**src/rtl/digital_clock_pkg.sv**
```systemverilog
// Shared constants for the digital clock: default moduli and output widths.
package digital_clock_pkg;

  localparam int SEC_MOD_DEF  = 60;
  localparam int MIN_MOD_DEF  = 60;
  localparam int HOUR_MOD_DEF = 24;

  localparam int SEC_W  = 6;
  localparam int MIN_W  = 6;
  localparam int HOUR_W = 5;

endpackage : digital_clock_pkg

```
**src/rtl/digital_clock_mod_n_counter.sv**
```systemverilog
// Modulo-N up-counter with enable and a combinational terminal-count carry.
// A count at or above N-1 returns to 0 on the next enabled edge. This also
// recovers from any out-of-range value.
module mod_n_counter
  import digital_clock_pkg::*;
#(
  parameter int N     = SEC_MOD_DEF,
  parameter int WIDTH = SEC_W
) (
  input  logic             clk,
  input  logic             rst,
  input  logic             en,
  output logic [WIDTH-1:0] count,
  output logic             carry_out
);

  localparam logic [WIDTH-1:0] LAST = WIDTH'(N - 1);

  logic [WIDTH-1:0] count_q;
  logic [WIDTH-1:0] count_d;

  // Next-count logic: hold, increment, or wrap to zero at/after the last value.
  always_comb begin
    count_d = count_q;
    if (en) begin
      if (count_q >= LAST) begin
        count_d = '0;
      end else begin
        count_d = count_q + WIDTH'(1);
      end
    end
  end

  // Count register; reset clears it immediately, independent of the clock.
  always_ff @(posedge clk or posedge rst) begin
    if (rst) begin
      count_q <= '0;
    end else begin
      count_q <= count_d;
    end
  end

  assign count     = count_q;
  assign carry_out = en && (count_q == LAST);

endmodule : mod_n_counter

```
**src/rtl/digital_clock.sv**
```systemverilog
// 24-hour digital clock: seconds -> minutes -> hours counters chained by
// carries. Every output comes straight from a counter register.
module digital_clock
  import digital_clock_pkg::*;
#(
  parameter int SEC_MOD  = SEC_MOD_DEF,
  parameter int MIN_MOD  = MIN_MOD_DEF,
  parameter int HOUR_MOD = HOUR_MOD_DEF
) (
  input  logic              Clk_1sec,
  input  logic              reset,
  output logic [SEC_W-1:0]  seconds,
  output logic [MIN_W-1:0]  minutes,
  output logic [HOUR_W-1:0] hours
);

  logic sec_carry;
  logic min_carry;

  // Seconds advance on every edge.
  mod_n_counter #(
    .N     (SEC_MOD),
    .WIDTH (SEC_W)
  ) u_sec (
    .clk       (Clk_1sec),
    .rst       (reset),
    .en        (1'b1),
    .count     (seconds),
    .carry_out (sec_carry)
  );

  // Minutes advance on the edge that wraps seconds.
  mod_n_counter #(
    .N     (MIN_MOD),
    .WIDTH (MIN_W)
  ) u_min (
    .clk       (Clk_1sec),
    .rst       (reset),
    .en        (sec_carry),
    .count     (minutes),
    .carry_out (min_carry)
  );

  // Hours advance on the edge that wraps minutes. The day-wrap carry has no consumer.
  mod_n_counter #(
    .N     (HOUR_MOD),
    .WIDTH (HOUR_W)
  ) u_hour (
    .clk       (Clk_1sec),
    .rst       (reset),
    .en        (min_carry),
    .count     (hours),
    .carry_out ()
  );

endmodule : digital_clock

```
**config.mk**
```make
export PLATFORM = sky130hd
export DESIGN_NAME = digital_clock
export DESIGN_NICKNAME = d
export VERILOG_FILES = /design/src/rtl/digital_clock_pkg.sv /design/src/rtl/digital_clock_mod_n_counter.sv /design/src/rtl/digital_clock.sv
export SDC_FILE = /design/constraint.sdc
export NUM_CORES = 1
export LEC_CHECK = 0
export CAP_MARGIN = 20
export CELL_PAD_IN_SITES_DETAIL_PLACEMENT = 0
export CELL_PAD_IN_SITES_GLOBAL_PLACEMENT = 1
export CORE_UTILIZATION = 40
export CTS_BUF_LIST = sky130_fd_sc_hd__clkbuf_2 sky130_fd_sc_hd__clkbuf_4 sky130_fd_sc_hd__clkbuf_8
export DETAILED_ROUTE_END_ITERATION = 7
export PLACE_DENSITY_LB_ADDON = 0.15
export SYNTH_ARGS = -nofsm -noshare
export SYNTH_HDL_FRONTEND = slang
export SYNTH_SLANG_ARGS = --single-unit
```
**constraint.sdc**
```tcl
create_clock -name Clk_1sec -period 1.8 [get_ports Clk_1sec]
set_clock_uncertainty 0.15 [all_clocks]
set_input_delay 0.18 -clock Clk_1sec [delete_from_list [all_inputs] [get_ports Clk_1sec]]
set_output_delay 0.18 -clock Clk_1sec [all_outputs]
set_load 0.03 [all_outputs]
```
Word-level counts from Yosys, hierarchy flattened
Index checks and enable logic that the tools add are counted.
{"block": "totals", "regBits": 17, "input_bits": 2, "out_inout_bits": 17, "elab_cells": 15}
{"block": "classes", "addsub": 3, "order_cmp": 3, "n_eq_ne": 2, "muxes": 3, "n_reduce_logical": 1}
{"cell": "$add A6 B1 Y6 const B", "count": 2}
{"cell": "$eq A6 B6 Y1 const B", "count": 2}
{"cell": "$ge A6 B6 Y1 const B", "count": 2}
{"cell": "$mux W6", "count": 2}
{"cell": "$add A5 B1 Y5 const B", "count": 1}
{"cell": "$ge A5 B5 Y1 const B", "count": 1}
{"cell": "$mux W5", "count": 1}
{"cell": "$logic_and A1 B1 Y1", "count": 1}

Depth between registers and ports, before layout
Gate-level depths: netlist of the first run.
{"block": "logic_depth", "ltp_word": 2, "depth_mapped": 5, "depth_no_buf": 4}

Hierarchy
From an unflattened synthesis of the first run, not the netlist that was laid out.
{"block": "unflattened", "cells_unflattened": 103, "hier_area_um2": 965.9}
{"mod": "mod_n_counter (u_min ...)", "instances": 2, "cells_each": 35, "area_per_inst_um2": 336.6, "seq_area_each_um2": 150.1}
{"mod": "mod_n_counter (u_hour)", "instances": 1, "cells_each": 32, "area_per_inst_um2": 289.0, "seq_area_each_um2": 125.1}
{"mod": "digital_clock", "instances": 1, "cells_each": 1, "area_per_inst_um2": 3.8, "seq_area_each_um2": 0.0}

Worst setup path after synthesis of the first run
Ideal clock, no wire load.
{"block": "synth_timing", "kind": "register -> register", "start": "register u_min.count_q[0], in the netlist u_min.count[0]", "end": "register u_hour.count_q[3], in the netlist u_hour.count[3]", "setup_ns": 0.104, "arrival_ns": 1.654, "required_ns": 1.546, "path_slack_ns": -0.107, "stages_incl_launch_ff": 6, "n_path_buf": 1, "synth_period_minus_slack_ns": 1.907, "cell_sequence": "dfrtp_1 > ha_1 > buf_2 > nand4b_4 > or3_4 > o41ai_2"}
{"block": "synth_via", "elab_chain_cells": 2}
{"item": "start: declaration", "line": "digital_clock_mod_n_counter.sv:19", "rtl": "logic [WIDTH-1:0] count_q;"}
{"item": "start signal: assignment", "line": "digital_clock_mod_n_counter.sv:39", "rtl": "count_q <= count_d;"}
{"item": "$eq A6 B6 Y1", "line": "digital_clock_mod_n_counter.sv:44", "rtl": "assign carry_out = en && (count_q == LAST);"}
{"item": "$logic_and A1 B1 Y1", "line": "digital_clock_mod_n_counter.sv:44"}
{"item": "end signal: assignment", "line": "digital_clock_mod_n_counter.sv:39"}
{"item": "end: declaration", "line": "digital_clock_mod_n_counter.sv:19"}
Every way passes these cells.
A chain may end at the register's enable or synchronous reset.

Worst setup path in the final report of the first run
{"block": "layout_timing", "start": "register u_sec.count_q[0], in the netlist u_sec.count[0]", "end": "register u_hour.count_q[3], in the netlist u_hour.count[3]"}
{"block": "layout_via", "elab_chain_cells": 2}
{"item": "start: declaration", "line": "digital_clock_mod_n_counter.sv:19"}
{"item": "start signal: assignment", "line": "digital_clock_mod_n_counter.sv:39"}
{"item": "$eq A6 B6 Y1", "line": "digital_clock_mod_n_counter.sv:44"}
{"item": "$logic_and A1 B1 Y1", "line": "digital_clock_mod_n_counter.sv:44"}
Every way passes these cells.

==> results.sh, run 1 <==
export IMPL_io_pins=19
export IMPL_numCtsBuffers=3
export IMPL_synth_nets=99
export IMPL_routed_via_density=5.54
export IMPL_track_usage_pct=18.4
export IMPL_final_util_pct=57.2
export IMPL_yosysTopAreaCellShare_pct=44.3
export IMPL_area_growth_pct=32.9
export IMPL_maxSlewHeadroom_pct=74.6
export IMPL_tns_ns=0
export IMPL_port_buffers=18
export IMPL_wl_met2_um=953
export IMPL_rows=17
export IMPL_start_kind="register"
export IMPL_worst_slack_ns=0.0916
export IMPL_synthTopCellsByArea="dfrtp_1 (44%), o21ai_0 (4.2%), ha_1 (3.9%)"
export IMPL_hold_path_class="in -> async"
export IMPL_h_tree_depth=1
export IMPL_synth_edff_count=0
export IMPL_finalCriticalPeriod_ns=1.71
export IMPL_die_area_um2=2600
export IMPL_grt_start_max_net_pins=18
export IMPL_final_antenna_net_count=0
export IMPL_grt_pass1_wl_um=3550
export IMPL_drtIter0Drc=26
export IMPL_finalSetupViolCount=0
export IMPL_synth_top_area_cell="dfrtp_1"
export IMPL_cap_violations=0
export IMPL_grt_overflow=0
export IMPL_vias=837
export IMPL_cts_hold_buf=0
export IMPL_diodes=0
export IMPL_design_area_um2=1280
export IMPL_grt_setup_unrepaired="no"
export IMPL_fin_crit_sh_pct=94.9
export IMPL_die_height_um=51.0
export IMPL_clkSinkCount=17
export IMPL_wl_per_cell_um=13.7
export IMPL_hpwl_um=1530
export IMPL_worstPathRequired_ns=1.85
export IMPL_antenna_found_initial=0
export IMPL_drv_slew=0
export IMPL_synth_ff_type="dfrtp_1"
export IMPL_final_nets=129
export IMPL_clk_pin_slew_ns=0.10
export IMPL_drive_gt1_share_pct=22.8
export IMPL_ys_seq_area_share_pct=44.3
export IMPL_post_cts_buffers=0
export IMPL_m1WireLength_um=1010
export IMPL_synth_avg_cell_area_um2=10.2
export IMPL_drt_total_wl_um=2070
export IMPL_clock_latency_ns=0.29
export IMPL_critPathKind="reg -> reg"
export IMPL_pre_cts_ws_ns=0.0804
export IMPL_multi_input_area_um2=513
export IMPL_powerDensity_nw_per_um2=481
export IMPL_cts_tree="yes"
export IMPL_dpl_cell_area_um2=1250
export IMPL_worst_pin_slew_ns=0.379
export IMPL_final_cells=151
export IMPL_synth_area_um2=961
export IMPL_maxUsedRoutingLayer="met4"
export IMPL_clockBufferDepth=2
export IMPL_finalHoldViolations=0
export IMPL_ys_ff_latch=17
export IMPL_holdWs_ns=0.0427
export IMPL_cp_end_kind="register"
export IMPL_dr_wl_met3_um=89
export IMPL_fp_dieW_um=51.0
export IMPL_fmax_ghz=0.585
export IMPL_vdd_drop_max_uv=550
export IMPL_synth_cells=94
export IMPL_cts_root_buf="clkbuf_4"
export IMPL_p_leak_nw=0.627
export IMPL_ys_types=35
export IMPL_yosys_warnings=0
export IMPL_drc_errors=0
export IMPL_core_area_um2=2230
export IMPL_seq_area_um2=430
export IMPL_async_reset_ff_share_pct=100
export IMPL_place_congestion=0.808
export IMPL_arrival_ns=1.76
export IMPL_status="finished, final reports clean"
export IMPL_cp_max_fo=9
export IMPL_p_total_uw=614
export IMPL_dpl_cell_count=147
export IMPL_start_util_pct=43.0
export IMPL_grt_pass1_vias=802
export IMPL_fill_cells=215
export IMPL_first_pass_iters=4
## layer usage
metal / vias up / global-route usage [%]
met3: 2 / 6.25
met5: - / 0
met4: 0 / 2.78
met1: 398 / 24.1
li1: 416 / -
met2: 21 / 29.8
## logic make-up (layout without fill, tap and decap cells)
family                     Yosys count  count (layout)  share of synthesized area (%)
DFF                                 17              17                           44.3
and+or+nand+nor                     35              35                           23.0
AOI/OAI and AO/OA                   32              32                           25.0
adders and majority gates            3               3                           3.91
xor gates and xnor gates             1               1                          0.912
buffers and inverters                6              35                           2.86
## power breakdown
group / switching, mW / internal, mW
logic: 0.00789 / 0.00349
clock network: 0.120 / 0.101
registers: 0 / 0.382
total: 0.128 / 0.486
## sequential cells by signal (all words and copies together), names as in the netlist
name	flops
u_sec.count	6
u_min.count	6
u_hour.count	5
## path summary, 6_finish.rpt
check                               startpoint               to  slack (ns)  cells past startpoint
min in group Clk_1sec           u_sec.count[0]   u_sec.count[0]        0.33                      1
max in group asynchronous                reset   u_min.count[0]        1.25                      3
worst max-delay path            u_sec.count[0]  u_hour.count[3]        0.09                      4
worst min-delay path                     reset   u_min.count[3]        0.04                      3
worst max register to register  u_sec.count[0]  u_hour.count[3]        0.09                      4
worst min register to register  u_sec.count[0]   u_sec.count[0]        0.33                      1
## cell type report
class | instances | share of cell area (%)
clock buffers | 4 | 2.35
repair buffers | 29 | 20.5
well taps | 28 | 2.74
inverters | 2 | 0.588
multi-input cells | 71 | 40.2
flip-flops and latches | 17 | 33.7
## layout by cell type (no fill, tap or decap), drive strengths merged, types with 2 or more instances in the layout
master and instances:
a21oi 3, a31oi 2, buf 11, clkbuf 4, clkdlybuf4s50 5, dfrtp 17, dlygate4sd2 9, dlymetal6s2s 4
ha 3, inv 2, nand2 4, nand2b 2, nand3 7, nand3b 2, nor2 8, nor3 3
nor4 2, o21ai 9, o22a 3, o31ai 4, o41ai 4, or2 2
## what timing repair did
item                       4_1_cts  5_1_grt
setup endpoints to repair        9        6
cloned                           0        0
resized for setup                9        5
pin swaps                        0        0
## synthesized netlist by cell type (all sizes together) (2+ instances only)
cell type   n
o41ai       4
buf         4
a21oi       3
o21ai       9
nand3       7
o31ai       4
nor3        3
nor2        8
ha          3
nand2b      2
nand2       4
nand3b      2
or2         2
a31oi       2
dfrtp      17
o22a        3
nor4        2
inv         2
## worst max-delay path, stage by stage (launching register included)
cell	delay (ns)
dfrtp_2	0.40
ha_2	0.26
nand3b_4	0.15
or3_4	0.40
o41ai_2	0.27
No activity file was read; power rests on OpenSTA's default activity.
==> run 2: changes to the inputs <==
--- a/config.mk
+++ b/config.mk
@@ -12,6 +12,7 @@
 export CTS_BUF_LIST = sky130_fd_sc_hd__clkbuf_2 sky130_fd_sc_hd__clkbuf_4 sky130_fd_sc_hd__clkbuf_8
 export DETAILED_ROUTE_END_ITERATION = 7
 export PLACE_DENSITY_LB_ADDON = 0.15
+export REMOVE_ABC_BUFFERS = 1
 export SYNTH_ARGS = -nofsm -noshare
 export SYNTH_HDL_FRONTEND = slang
 export SYNTH_SLANG_ARGS = --single-unit
==> results.sh, run 2 (synthesis gave the netlist of run 1 again) <==
export IMPL_die_area_um2=2600
export IMPL_grt_pass1_vias=728
export IMPL_critPathKind="reg -> out"
export IMPL_status="finished, final reports clean"
export IMPL_first_pass_iters=4
export IMPL_cp_end_kind="output pin"
export IMPL_vias=851
export IMPL_final_nets=130
export IMPL_h_tree_depth=1
export IMPL_worst_pin_slew_ns=0.340
export IMPL_drive_gt1_share_pct=21.8
export IMPL_cp_max_fo=4
export IMPL_place_congestion=0.760
export IMPL_grt_overflow=0
export IMPL_power_frac_comb_pct=1.9
export IMPL_drtIter0Drc=19
export IMPL_seq_area_um2=425
export IMPL_drc_errors=0
export IMPL_p_sw_uw=137
export IMPL_clock_latency_ns=0.30
export IMPL_cts_root_buf="clkbuf_4"
export IMPL_multi_input_area_um2=526
export IMPL_worstPathCellList="clkdlybuf4s50_1"
export IMPL_p_int_uw=468
export IMPL_rows=17
export IMPL_fp_dieW_um=51.0
export IMPL_drt_total_wl_um=2040
export IMPL_critPathBufInv=1
export IMPL_met3_usage_pct=4.17
export IMPL_grt_setup_unrepaired="no"
export IMPL_track_usage_pct=17.3
export IMPL_powerDensity_nw_per_um2=471
export IMPL_critical_path_slowest_cell="clkdlybuf4s50_1"
export IMPL_finalCriticalPeriod_ns=1.73
export IMPL_tns_ns=0
export IMPL_fill_cells=201
export IMPL_finalSetupViolCount=0
export IMPL_wl_per_cell_um=13.4
export IMPL_routed_via_density=5.60
export IMPL_grt_start_max_net_pins=18
export IMPL_cap_violations=0
export IMPL_core_area_um2=2230
export IMPL_clk_pin_slew_ns=0.11
export IMPL_cts_tree="yes"
export IMPL_layout_common_cells="dfrtp_1 (17), buf_4 (12), dlygate4sd2_1 (10)"
export IMPL_drv_slew=0
export IMPL_start_kind="register"
export IMPL_clockBufferDepth=2
export IMPL_hpwl_um=1480
export IMPL_switching_share_pct=22.7
export IMPL_worstPathRequired_ns=1.47
export IMPL_clockPowerShare_pct=35.1
export IMPL_mostFrequentLayoutCell="dfrtp_1"
export IMPL_hold_path_class="in -> async"
export IMPL_worst_slack_ns=0.0673
export IMPL_fmax_ghz=0.577
export IMPL_pre_cts_ws_ns=0.0563
export IMPL_port_buffers=18
export IMPL_io_pins=19
export IMPL_r2r_slack_ns=0.12
export IMPL_r2r_start="u_min.count[1]"
export IMPL_globalRouteMet2Util_pct=28.7
export IMPL_clkSinkCount=17
export IMPL_numCtsBuffers=3
export IMPL_final_antenna_net_count=0
export IMPL_antenna_found_initial=0
export IMPL_arrival_ns=1.40
export IMPL_grt_pass1_wl_um=3250
export IMPL_ff2ff_path_depth=5
export IMPL_start_util_pct=43.0
export IMPL_finalHoldViolations=0
export IMPL_fin_crit_sh_pct=96.3
export IMPL_top_usage_layer="met2"
export IMPL_r2r_end="u_hour.count[2]"
export IMPL_p_leak_nw=0.628
export IMPL_pwr_share_seq_pct=63.0
export IMPL_holdWs_ns=0.0237
export IMPL_maxSlewHeadroom_pct=77.3
export IMPL_grt_util_met1_pct=20.9
export IMPL_die_height_um=51.0
export IMPL_critPathTopFamily="buffers and inverters"
export IMPL_diodes=0
export IMPL_cts_hold_buf=0
export IMPL_vdd_drop_max_uv=383
export IMPL_max_stage_delay_ns=0.69
export IMPL_area_growth_pct=33.9
[run 2: power groups by stage]
stage | logic (mW) | registers (mW) | clock network, mW
2_1_floorplan | 0.00575 | 0.389 | 0
3_3_place_gp | 0.0119 | 0.389 | 0
3_5_place_dp | 0.0119 | 0.389 | 0
4_1_cts | 0.0119 | 0.382 | 0.225
5_1_grt | 0.0136 | 0.382 | 0.235
6_report | 0.0112 | 0.382 | 0.212
[run 2: metal layers]
metal / vias to the layer above / part of all wire [%]
met5: - / 0
met2: 21 / 49
li1: 422 / -
met4: 0 / 1.4
met3: 4 / 3.8
met1: 404 / 46
[run 2: cell type report]
type | count | share of cell area (%)
inverters | 2 | 0.584
flip-flops and latches | 17 | 33.1
clock inverters | 1 | 0.389
multi-input cells | 71 | 40.9
repair buffers | 30 | 20.6
well taps | 28 | 2.72
clock buffers | 3 | 1.75
[run 2: repair_timing]
item	4_1_cts	5_1_grt
setup endpoints to repair	10	7
resized for setup	10	7
setup buffers	0	0
[run 2: metrics by stage]
stage | area, um^2 | power (mW) | utilization, % | cells
floorplan | 941 | 0.395 | - | 90
global placement | 1250 | 0.401 | 55.8 | 148
detailed placement | 1250 | 0.401 | 55.8 | 148
CTS | 1260 | 0.619 | 56.5 | 152
global route | 1290 | 0.631 | 57.6 | 152
finish | 1290 | 0.605 | 57.6 | 152
[run 2: how the worst max path moves through the flow]
stage                   start  slack (ns)               to  cells past startpoint
3_5_place_dp   u_sec.count[0]        0.06  u_hour.count[3]                      4
3_3_place_gp   u_sec.count[0]        0.10  u_hour.count[3]                      4
6_report       u_sec.count[2]        0.07       seconds[2]                      1
2_1_floorplan  u_min.count[0]       -0.13  u_hour.count[3]                      4
5_1_grt        u_min.count[1]       0.008       minutes[1]                      1
4_1_cts        u_sec.count[5]        0.01       seconds[5]                      1
